--- config.mk ---
export PLATFORM = sky130hd
export DESIGN_NAME = ex_alu_mdu_seq
export DESIGN_NICKNAME = d
export VERILOG_FILES = /design/src/rtl/ex_alu_mdu_seq.sv
export SDC_FILE = /design/constraint.sdc
export NUM_CORES = 2
export LEC_CHECK = 0
export CORE_MARGIN = 2
export CORE_UTILIZATION = 38
export DETAILED_ROUTE_END_ITERATION = 8
export PLACE_DENSITY = 0.53
export SYNTH_ARGS = -nofsm -noshare
export SYNTH_HDL_FRONTEND = slang
export SYNTH_SLANG_ARGS = --single-unit
--- constraint.sdc ---
create_clock -name clk_i -period 12.3 [get_ports clk_i]
set_input_delay 3.69 -clock clk_i [delete_from_list [all_inputs] [get_ports clk_i]]
set_output_delay 3.69 -clock clk_i [all_outputs]
set_load 0.05 [all_outputs]
--- src/rtl/ex_alu_mdu_seq.sv ---
// EX-stage controller for RV32IM: decodes the instruction into a registered ALU code and
// executes M-extension ops locally (multi-cycle multiplier, radix-2 restoring divider).
module ex_alu_mdu_seq #(
  parameter int XLEN        = 32,
  parameter int ALU_CTL_W   = 5,
  parameter int MUL_LATENCY = 2
) (
  input  logic                 clk_i,
  input  logic                 rst_ni,
  input  logic                 flush_i,
  input  logic                 in_valid_i,
  output logic                 in_ready_o,
  input  logic [31:0]          inst_i,
  input  logic [XLEN-1:0]      rs1_val_i,
  input  logic [XLEN-1:0]      rs2_val_i,
  output logic                 out_valid_o,
  input  logic                 out_ready_i,
  output logic [ALU_CTL_W-1:0] alu_ctl_o,
  output logic                 is_mdu_o,
  output logic [XLEN-1:0]      mdu_result_o,
  output logic                 illegal_o
);

  localparam logic [ALU_CTL_W-1:0] ALU_ADD    = 5'd0;
  localparam logic [ALU_CTL_W-1:0] ALU_SUB    = 5'd1;
  localparam logic [ALU_CTL_W-1:0] ALU_XOR    = 5'd2;
  localparam logic [ALU_CTL_W-1:0] ALU_OR     = 5'd3;
  localparam logic [ALU_CTL_W-1:0] ALU_AND    = 5'd4;
  localparam logic [ALU_CTL_W-1:0] ALU_SLL    = 5'd5;
  localparam logic [ALU_CTL_W-1:0] ALU_SRL    = 5'd6;
  localparam logic [ALU_CTL_W-1:0] ALU_LT     = 5'd7;
  localparam logic [ALU_CTL_W-1:0] ALU_JAL    = 5'd8;
  localparam logic [ALU_CTL_W-1:0] ALU_SRA    = 5'd9;
  localparam logic [ALU_CTL_W-1:0] ALU_SLT    = 5'd10;
  localparam logic [ALU_CTL_W-1:0] ALU_SLTU   = 5'd11;
  localparam logic [ALU_CTL_W-1:0] ALU_MUL    = 5'd12;
  localparam logic [ALU_CTL_W-1:0] ALU_MULH   = 5'd13;
  localparam logic [ALU_CTL_W-1:0] ALU_MULHSU = 5'd14;
  localparam logic [ALU_CTL_W-1:0] ALU_MULHU  = 5'd15;
  localparam logic [ALU_CTL_W-1:0] ALU_DIV    = 5'd16;
  localparam logic [ALU_CTL_W-1:0] ALU_DIVU   = 5'd17;
  localparam logic [ALU_CTL_W-1:0] ALU_REM    = 5'd18;
  localparam logic [ALU_CTL_W-1:0] ALU_REMU   = 5'd19;

  localparam int DCW = $clog2(XLEN + 1);
  localparam logic [DCW-1:0] DIV_LAST = DCW'(XLEN);
  localparam int MUL_LAST_I = (MUL_LATENCY > 1) ? (MUL_LATENCY - 2) : 0;
  localparam logic [7:0] MUL_LAST = 8'(MUL_LAST_I);

  typedef enum logic [1:0] {
    S_IDLE = 2'd0,
    S_MUL  = 2'd1,
    S_DIV  = 2'd2,
    S_DONE = 2'd3
  } state_e;

  // Returns {illegal, alu_ctl}; undecoded encodings fall back to ADD with illegal set.
  function automatic logic [ALU_CTL_W:0] decode(input logic [31:0] ins);
    logic [6:0]         opc;
    logic [2:0]         f3;
    logic [6:0]         f7;
    logic [ALU_CTL_W:0] r;
    opc = ins[6:0];
    f3  = ins[14:12];
    f7  = ins[31:25];
    r   = {1'b1, ALU_ADD};
    case (opc)
      7'b0110011: begin
        case (f7)
          7'b0000000: begin
            case (f3)
              3'b000:  r = {1'b0, ALU_ADD};
              3'b001:  r = {1'b0, ALU_SLL};
              3'b010:  r = {1'b0, ALU_SLT};
              3'b011:  r = {1'b0, ALU_SLTU};
              3'b100:  r = {1'b0, ALU_XOR};
              3'b101:  r = {1'b0, ALU_SRL};
              3'b110:  r = {1'b0, ALU_OR};
              3'b111:  r = {1'b0, ALU_AND};
              default: r = {1'b1, ALU_ADD};
            endcase
          end
          7'b0100000: begin
            case (f3)
              3'b000:  r = {1'b0, ALU_SUB};
              3'b101:  r = {1'b0, ALU_SRA};
              default: r = {1'b1, ALU_ADD};
            endcase
          end
          7'b0000001: r = {1'b0, ALU_MUL + {2'b00, f3}};
          default:    r = {1'b1, ALU_ADD};
        endcase
      end
      7'b1100011: begin
        case (f3)
          3'b000:  r = {1'b0, ALU_SUB};
          3'b100:  r = {1'b0, ALU_LT};
          default: r = {1'b1, ALU_ADD};
        endcase
      end
      7'b1101111: r = {1'b0, ALU_JAL};
      7'b0010011: r = (f3 == 3'b000) ? {1'b0, ALU_ADD} : {1'b1, ALU_ADD};
      7'b0000011: r = (f3 == 3'b010) ? {1'b0, ALU_ADD} : {1'b1, ALU_ADD};
      7'b0100011: r = (f3 == 3'b010) ? {1'b0, ALU_ADD} : {1'b1, ALU_ADD};
      default:    r = {1'b1, ALU_ADD};
    endcase
    return r;
  endfunction

  // Sign-extends per operand signedness so one 2*XLEN product serves all four MUL variants.
  function automatic logic [XLEN-1:0] mul_res(input logic [ALU_CTL_W-1:0] op,
                                               input logic [XLEN-1:0] a,
                                               input logic [XLEN-1:0] b);
    logic [2*XLEN-1:0] ea;
    logic [2*XLEN-1:0] eb;
    logic [2*XLEN-1:0] p;
    ea = {{XLEN{a[XLEN-1] & ((op == ALU_MULH) || (op == ALU_MULHSU))}}, a};
    eb = {{XLEN{b[XLEN-1] & (op == ALU_MULH)}}, b};
    p  = ea * eb;
    if (op == ALU_MUL) begin
      return p[XLEN-1:0];
    end else begin
      return p[2*XLEN-1:XLEN];
    end
  endfunction

  state_e                state_q, state_d;
  logic [7:0]            mcnt_q, mcnt_d;
  logic [DCW-1:0]        dcnt_q, dcnt_d;
  logic [ALU_CTL_W-1:0]  op_q, op_d;
  logic [XLEN-1:0]       a_q, a_d;
  logic [XLEN-1:0]       b_q, b_d;
  logic [XLEN-1:0]       rem_q, rem_d;
  logic                  qneg_q, qneg_d;
  logic                  rneg_q, rneg_d;
  logic [ALU_CTL_W-1:0]  ctl_q, ctl_d;
  logic                  mdu_q, mdu_d;
  logic [XLEN-1:0]       res_q, res_d;
  logic                  ill_q, ill_d;

  logic                  in_ready_s;
  logic                  accept_s;
  logic                  dec_ill_s;
  logic [ALU_CTL_W-1:0]  dec_ctl_s;
  logic                  dec_mul_s;
  logic                  dec_div_s;
  logic                  dec_sgn_s;
  logic                  dec_rem_s;
  logic                  ovf_s;
  logic [XLEN-1:0]       abs_a_s;
  logic [XLEN-1:0]       abs_b_s;
  logic [XLEN:0]         div_shift_s;
  logic [XLEN:0]         div_diff_s;
  logic [XLEN-1:0]       quot_fix_s;
  logic [XLEN-1:0]       rem_fix_s;

  assign in_ready_s = ~flush_i & ((state_q == S_IDLE) | ((state_q == S_DONE) & out_ready_i));
  assign accept_s   = in_valid_i & in_ready_s;

  assign {dec_ill_s, dec_ctl_s} = decode(inst_i);
  assign dec_mul_s = (dec_ctl_s >= ALU_MUL) && (dec_ctl_s <= ALU_MULHU);
  assign dec_div_s = (dec_ctl_s >= ALU_DIV) && (dec_ctl_s <= ALU_REMU);
  assign dec_sgn_s = (dec_ctl_s == ALU_DIV) || (dec_ctl_s == ALU_REM);
  assign dec_rem_s = (dec_ctl_s == ALU_REM) || (dec_ctl_s == ALU_REMU);
  assign ovf_s     = dec_sgn_s && (rs1_val_i == {1'b1, {(XLEN-1){1'b0}}})
                               && (rs2_val_i == {XLEN{1'b1}});
  assign abs_a_s   = (dec_sgn_s & rs1_val_i[XLEN-1]) ? ({XLEN{1'b0}} - rs1_val_i) : rs1_val_i;
  assign abs_b_s   = (dec_sgn_s & rs2_val_i[XLEN-1]) ? ({XLEN{1'b0}} - rs2_val_i) : rs2_val_i;

  // One restoring step: a_q shifts the dividend out and the quotient bits in.
  assign div_shift_s = {rem_q, a_q[XLEN-1]};
  assign div_diff_s  = div_shift_s - {1'b0, b_q};
  assign quot_fix_s  = qneg_q ? ({XLEN{1'b0}} - a_q) : a_q;
  assign rem_fix_s   = rneg_q ? ({XLEN{1'b0}} - rem_q) : rem_q;

  // Next-state and datapath update; flush outranks everything, then a new accept.
  always_comb begin
    state_d = state_q;
    mcnt_d  = mcnt_q;
    dcnt_d  = dcnt_q;
    op_d    = op_q;
    a_d     = a_q;
    b_d     = b_q;
    rem_d   = rem_q;
    qneg_d  = qneg_q;
    rneg_d  = rneg_q;
    ctl_d   = ctl_q;
    mdu_d   = mdu_q;
    res_d   = res_q;
    ill_d   = ill_q;
    if (flush_i) begin
      state_d = S_IDLE;
      mcnt_d  = 8'd0;
      dcnt_d  = {DCW{1'b0}};
    end else if (accept_s) begin
      ctl_d  = dec_ctl_s;
      ill_d  = dec_ill_s;
      op_d   = dec_ctl_s;
      mdu_d  = dec_mul_s | dec_div_s;
      res_d  = {XLEN{1'b0}};
      mcnt_d = 8'd0;
      dcnt_d = {DCW{1'b0}};
      if (dec_mul_s) begin
        if (MUL_LATENCY == 1) begin
          res_d   = mul_res(dec_ctl_s, rs1_val_i, rs2_val_i);
          state_d = S_DONE;
        end else begin
          a_d     = rs1_val_i;
          b_d     = rs2_val_i;
          state_d = S_MUL;
        end
      end else if (dec_div_s) begin
        if (rs2_val_i == {XLEN{1'b0}}) begin
          res_d   = dec_rem_s ? rs1_val_i : {XLEN{1'b1}};
          state_d = S_DONE;
        end else if (ovf_s) begin
          res_d   = dec_rem_s ? {XLEN{1'b0}} : rs1_val_i;
          state_d = S_DONE;
        end else begin
          a_d     = abs_a_s;
          b_d     = abs_b_s;
          rem_d   = {XLEN{1'b0}};
          qneg_d  = dec_sgn_s & (rs1_val_i[XLEN-1] ^ rs2_val_i[XLEN-1]);
          rneg_d  = dec_sgn_s & rs1_val_i[XLEN-1];
          state_d = S_DIV;
        end
      end else begin
        state_d = S_DONE;
      end
    end else begin
      case (state_q)
        S_MUL: begin
          if (mcnt_q == MUL_LAST) begin
            res_d   = mul_res(op_q, a_q, b_q);
            mcnt_d  = 8'd0;
            state_d = S_DONE;
          end else begin
            mcnt_d = mcnt_q + 8'd1;
          end
        end
        S_DIV: begin
          if (dcnt_q == DIV_LAST) begin
            res_d   = ((op_q == ALU_REM) || (op_q == ALU_REMU)) ? rem_fix_s : quot_fix_s;
            dcnt_d  = {DCW{1'b0}};
            state_d = S_DONE;
          end else if (!div_diff_s[XLEN]) begin
            rem_d  = div_diff_s[XLEN-1:0];
            a_d    = {a_q[XLEN-2:0], 1'b1};
            dcnt_d = dcnt_q + {{(DCW-1){1'b0}}, 1'b1};
          end else begin
            rem_d  = div_shift_s[XLEN-1:0];
            a_d    = {a_q[XLEN-2:0], 1'b0};
            dcnt_d = dcnt_q + {{(DCW-1){1'b0}}, 1'b1};
          end
        end
        S_DONE: begin
          if (out_ready_i) begin
            state_d = S_IDLE;
          end else begin
            state_d = S_DONE;
          end
        end
        S_IDLE:  state_d = S_IDLE;
        default: state_d = S_IDLE;
      endcase
    end
  end

  // State, counters, operand/result registers.
  always_ff @(posedge clk_i or negedge rst_ni) begin
    if (!rst_ni) begin
      state_q <= S_IDLE;
      mcnt_q  <= 8'd0;
      dcnt_q  <= {DCW{1'b0}};
      op_q    <= ALU_ADD;
      a_q     <= {XLEN{1'b0}};
      b_q     <= {XLEN{1'b0}};
      rem_q   <= {XLEN{1'b0}};
      qneg_q  <= 1'b0;
      rneg_q  <= 1'b0;
      ctl_q   <= ALU_ADD;
      mdu_q   <= 1'b0;
      res_q   <= {XLEN{1'b0}};
      ill_q   <= 1'b0;
    end else begin
      state_q <= state_d;
      mcnt_q  <= mcnt_d;
      dcnt_q  <= dcnt_d;
      op_q    <= op_d;
      a_q     <= a_d;
      b_q     <= b_d;
      rem_q   <= rem_d;
      qneg_q  <= qneg_d;
      rneg_q  <= rneg_d;
      ctl_q   <= ctl_d;
      mdu_q   <= mdu_d;
      res_q   <= res_d;
      ill_q   <= ill_d;
    end
  end

  assign in_ready_o   = in_ready_s;
  assign out_valid_o  = (state_q == S_DONE);
  assign alu_ctl_o    = ctl_q;
  assign is_mdu_o     = mdu_q;
  assign mdu_result_o = res_q;
  assign illegal_o    = ill_q;

endmodule

==> impl_summary.md <==
Worst setup path
The worst setup slack for register-to-register paths is 1680 ps. The cell with the largest stage delay on the worst path is sky130_fd_sc_hd__fa_1. For the worst flop-to-flop path, the logic depth is 28. In this run the critical register-to-register path is launched from alu_ctl_o[1]. The data required time of the critical path is 12600 ps. In this run the critical register-to-register path is captured at mdu_result_o[23]. The largest driver fanout on the critical path is 15. By startpoint and endpoint, the worst setup path is classified as reg2reg. The sort of element at the start of the critical path is a register. Counting stages on the worst path, the most repeated cell is sky130_fd_sc_hd__fa_1.

Data on the critical path arrives at its endpoint at 10920 ps. STA classifies the critical path endpoint as a register. For this run, the slowest stage of the critical path takes 790 ps.

Clock network
The TritonCTS clock tree is yes. For the worst-skew pair, the clock arrives at the later sink with an insertion delay of 470 ps. The number of CTS-inserted buffers is 17. The number of buffers on the longest clock path is 2. The clock sink count is 153.

In this run, post-CTS repair resized a total of 0 instances. After clock tree synthesis, the clock-pin slew on the worst setup and hold paths is 70 ps. The number of setup buffers added after CTS is 0. The number of H-tree levels is 4.

The cell at the root of the clock tree is sky130_fd_sc_hd__clkbuf_16. The hold buffer count at cts is 0.

Detailed routing
The post-detailed-route DRC marker count is 0. For this block, the via count after detailed routing is 40180. The total wirelength of the detailed-routed design is 164000 um. The count of routing violations after the opening detailed-route iteration is 2431. The antenna violation net count after detailed routing is 0.

The iteration count of the initial detailed-routing pass is 6. The detail-routed via count per cell is 5.30. Dividing the detail-routed wire length by the instance count gives 21.6 um.

Job
Across the run, the number of max-cap violations was 0.

Synthesis
Of all flip-flops after synthesis, the portion carrying an async set or reset was 100%. Yosys mapped a number of flops with a built-in enable equal to 0. The number of different library cells used by synthesis comes to 83. Synthesis inferred 153 register bits.

A synthesized cell averages 8.54 um2. When the netlist entered floorplanning its net count stood at 7408. Sequential elements use 7.57% of the synthesized area. After technology mapping, the gate count stands at 5927. For this run, the number of Yosys warnings is 0.

In the synthesized netlist the dominant register cell turns out to be sky130_fd_sc_hd__dfrtp_1. The synthesized netlist occupies a cell area of 0.0506 mm2.

Layout
The number of nets in the final layout is 7296. The fraction of final layout cells sized beyond drive strength 1 is 3.28%. The core occupancy in the finished layout is 41.0%. From synthesis to final layout, the design area changed by 6.92%.

Timing
Setup repair after global routing left no endpoint under its margin. The count of final hold-check violations came to 0. Counting I/O delays and the setup requirement, the final critical path takes 10620 ps.

The accumulated negative setup slack is 0 ps. Setup slack closes at 1680 ps. The max-slew violation count is 0. The worst clock skew on the final layout is 18.9 ps. Timing would allow up to 94.2 MHz. The slew at the pin with the worst max-slew slack is 1160 ps. The share of the cycle needed by the critical path after routing is 86.3%. Setup violations remaining at the end of the flow were counted as 0.

Hold is met by 480 ps. The relative slew slack is 23.0%.

Floorplan
The die area is 0.136 mm2. The number of placement rows is 133. The standard cell core area is 0.132 mm2.

The die is 369 um wide. For this configuration, the core starts out at a cell density of 38.4%. The overall die height is 369 um. 142 I/O pins were placed.

Min path
For hold timing, the worst endpoint is b_q[24]. The tightest min-delay check is of the reg2reg type. The worst hold path was traced through 2 stages. In this run the most critical hold path is launched from b_q[24].

Global routing
The largest net degree at the start of global routing is 87. The number of global-route vias before repair is 42524. The number of antenna violations at the first check in global routing is 18. The total grt overflow is 0. Global routing used 24.8% of the available tracks. The global-route wire length before repair is 257000 um.

Placement
The total of buffers placed on input and output ports is 126. The routability congestion estimate is 0.920. At the placement stage, the worst setup path has a slack of 1690 ps. The half-perimeter wire length after placement is 133000 um.

Power
The power per unit of standard cell area is 72.3 mW/mm2. In this run the static leakage power is 24.8 nW. The largest vdd supply drop is 0.000125 V.

Status
The run finished with clean final reports.
-- power breakdown --
group | leakage (nW) | total (mW) | internal, mW | switching [mW]
Sequential | 2.01 | 0.924 | 0.633 | 0.291
Clock | 0.279 | 0.556 | 0.290 | 0.266
Combinational | 22.5 | 2.43 | 0.699 | 1.73
-- cells by family after synthesis --
logic type / synth area share (%)
xor+xnor: 3.72
fa+ha+maj: 50.8
simple gates: 16.3
buf+inv: 12.0
compound gates: 9.23
flops: 7.57
mux: 0.279
-- flip-flops by register name, indices dropped and copies added (netlist names) --
register,count
rem_q,32
mdu_result_o,32
illegal_o,1
mcnt_q,8
alu_ctl_o,5
qneg_q,1
a_q,32
state_q,2
rneg_q,1
is_mdu_o,1
b_q,32
dcnt_q,6
-- worst max path at each step --
stage	startpoint	to	slack, ps	cells after the start
final	alu_ctl_o[1]	mdu_result_o[23]	1680	28
after CTS	alu_ctl_o[1]	mdu_result_o[23]	1670	28
after floorplan	alu_ctl_o[0]	mdu_result_o[29]	3390	29
after global routing	alu_ctl_o[1]	mdu_result_o[23]	1210	30
after detailed placement	alu_ctl_o[1]	mdu_result_o[23]	1690	28
after global placement	alu_ctl_o[1]	mdu_result_o[23]	1780	30
-- final cells by class --
class	count	area, um2
timing repair buffer	237	2100
clock inverter	13	134
inverter	1239	4650
antenna	1	2.50
clock buffer	19	443
tap	1755	2200
sequential	153	3830
fill	13499	77700
multi-input combinational	4167	40700
-- metal layers --
| layer | track usage [%] | wire length [um] | vias up |
|---|---|---|---|
| li1 | - | - | 17727 |
| met1 | 32.9 | 68900 | 21093 |
| met2 | 42.5 | 80300 | 1112 |
| met3 | 2.71 | 9070 | 240 |
| met4 | 7.52 | 5610 | 8 |
| met5 | 0 | 53 | - |
-- cells in the mapped netlist (all sizes together), types with 5 or more instances --
library cell | number | share of area, %
inv | 1238 | 9.2
fa | 1126 | 45
nand2 | 946 | 7.0
clkbuf | 318 | 2.4
and2 | 268 | 3.3
nor2 | 266 | 2.0
ha | 254 | 6.3
o21ai | 219 | 2.2
a21oi | 210 | 2.1
dfrtp | 153 | 7.6
xor2 | 110 | 1.9
xnor2 | 105 | 1.8
a21o | 56 | 0.83
nand3 | 56 | 0.55
buf | 50 | 0.46
a211oi | 42 | 0.62
nor3 | 42 | 0.42
nand4 | 39 | 0.48
or3 | 32 | 0.40
o31ai | 30 | 0.45
a31oi | 29 | 0.36
and3 | 28 | 0.36
o211ai | 24 | 0.36
nand2b | 22 | 0.27
or4 | 20 | 0.30
or2 | 19 | 0.23
o21a | 18 | 0.27
nor2b | 17 | 0.21
nor4 | 16 | 0.20
o21bai | 16 | 0.24
o221ai | 16 | 0.28
o41ai | 16 | 0.28
mux2i | 13 | 0.26
a221oi | 9 | 0.16
o22ai | 7 | 0.087
a2111oi | 6 | 0.10
a211o | 6 | 0.10
and4 | 6 | 0.10
nor3b | 6 | 0.089
a31o | 5 | 0.087
-- layout by cell type (no fill, tap or decap), types with 40 or more instances in the layout --
master	n
sky130_fd_sc_hd__ha_1	254
sky130_fd_sc_hd__clkdlybuf4s50_1	125
sky130_fd_sc_hd__xor2_1	109
sky130_fd_sc_hd__nand3_1	56
sky130_fd_sc_hd__xnor2_1	105
sky130_fd_sc_hd__a211oi_1	42
sky130_fd_sc_hd__inv_1	1238
sky130_fd_sc_hd__o21ai_0	215
sky130_fd_sc_hd__nand2_1	946
sky130_fd_sc_hd__fa_1	1126
sky130_fd_sc_hd__nor3_1	40
sky130_fd_sc_hd__dfrtp_1	149
sky130_fd_sc_hd__buf_4	111
sky130_fd_sc_hd__nor2_1	265
sky130_fd_sc_hd__a21oi_1	209
sky130_fd_sc_hd__a21o_1	56
sky130_fd_sc_hd__and2_1	266
-- through the flow --
step | area, um2 | cells | power, mW
after CTS | 54100 | 7583 | 3.90
after global placement | 53500 | 7551 | 3.32
final | 54100 | 7584 | 3.91
after global routing | 54100 | 7583 | 4.13
after detailed placement | 53500 | 7551 | 3.33
after floorplan | 50600 | 5927 | 2.27
-- critical path: cells and delay by family (launching register included) --
kind | cells | cell delay (ps)
xor+xnor | 1 | 360
buf+inv | 6 | 1190
flops | 1 | 510
fa+ha+maj | 9 | 5020
simple gates | 3 | 1190
compound gates | 9 | 2170
Power figures use the tool's default switching activity.
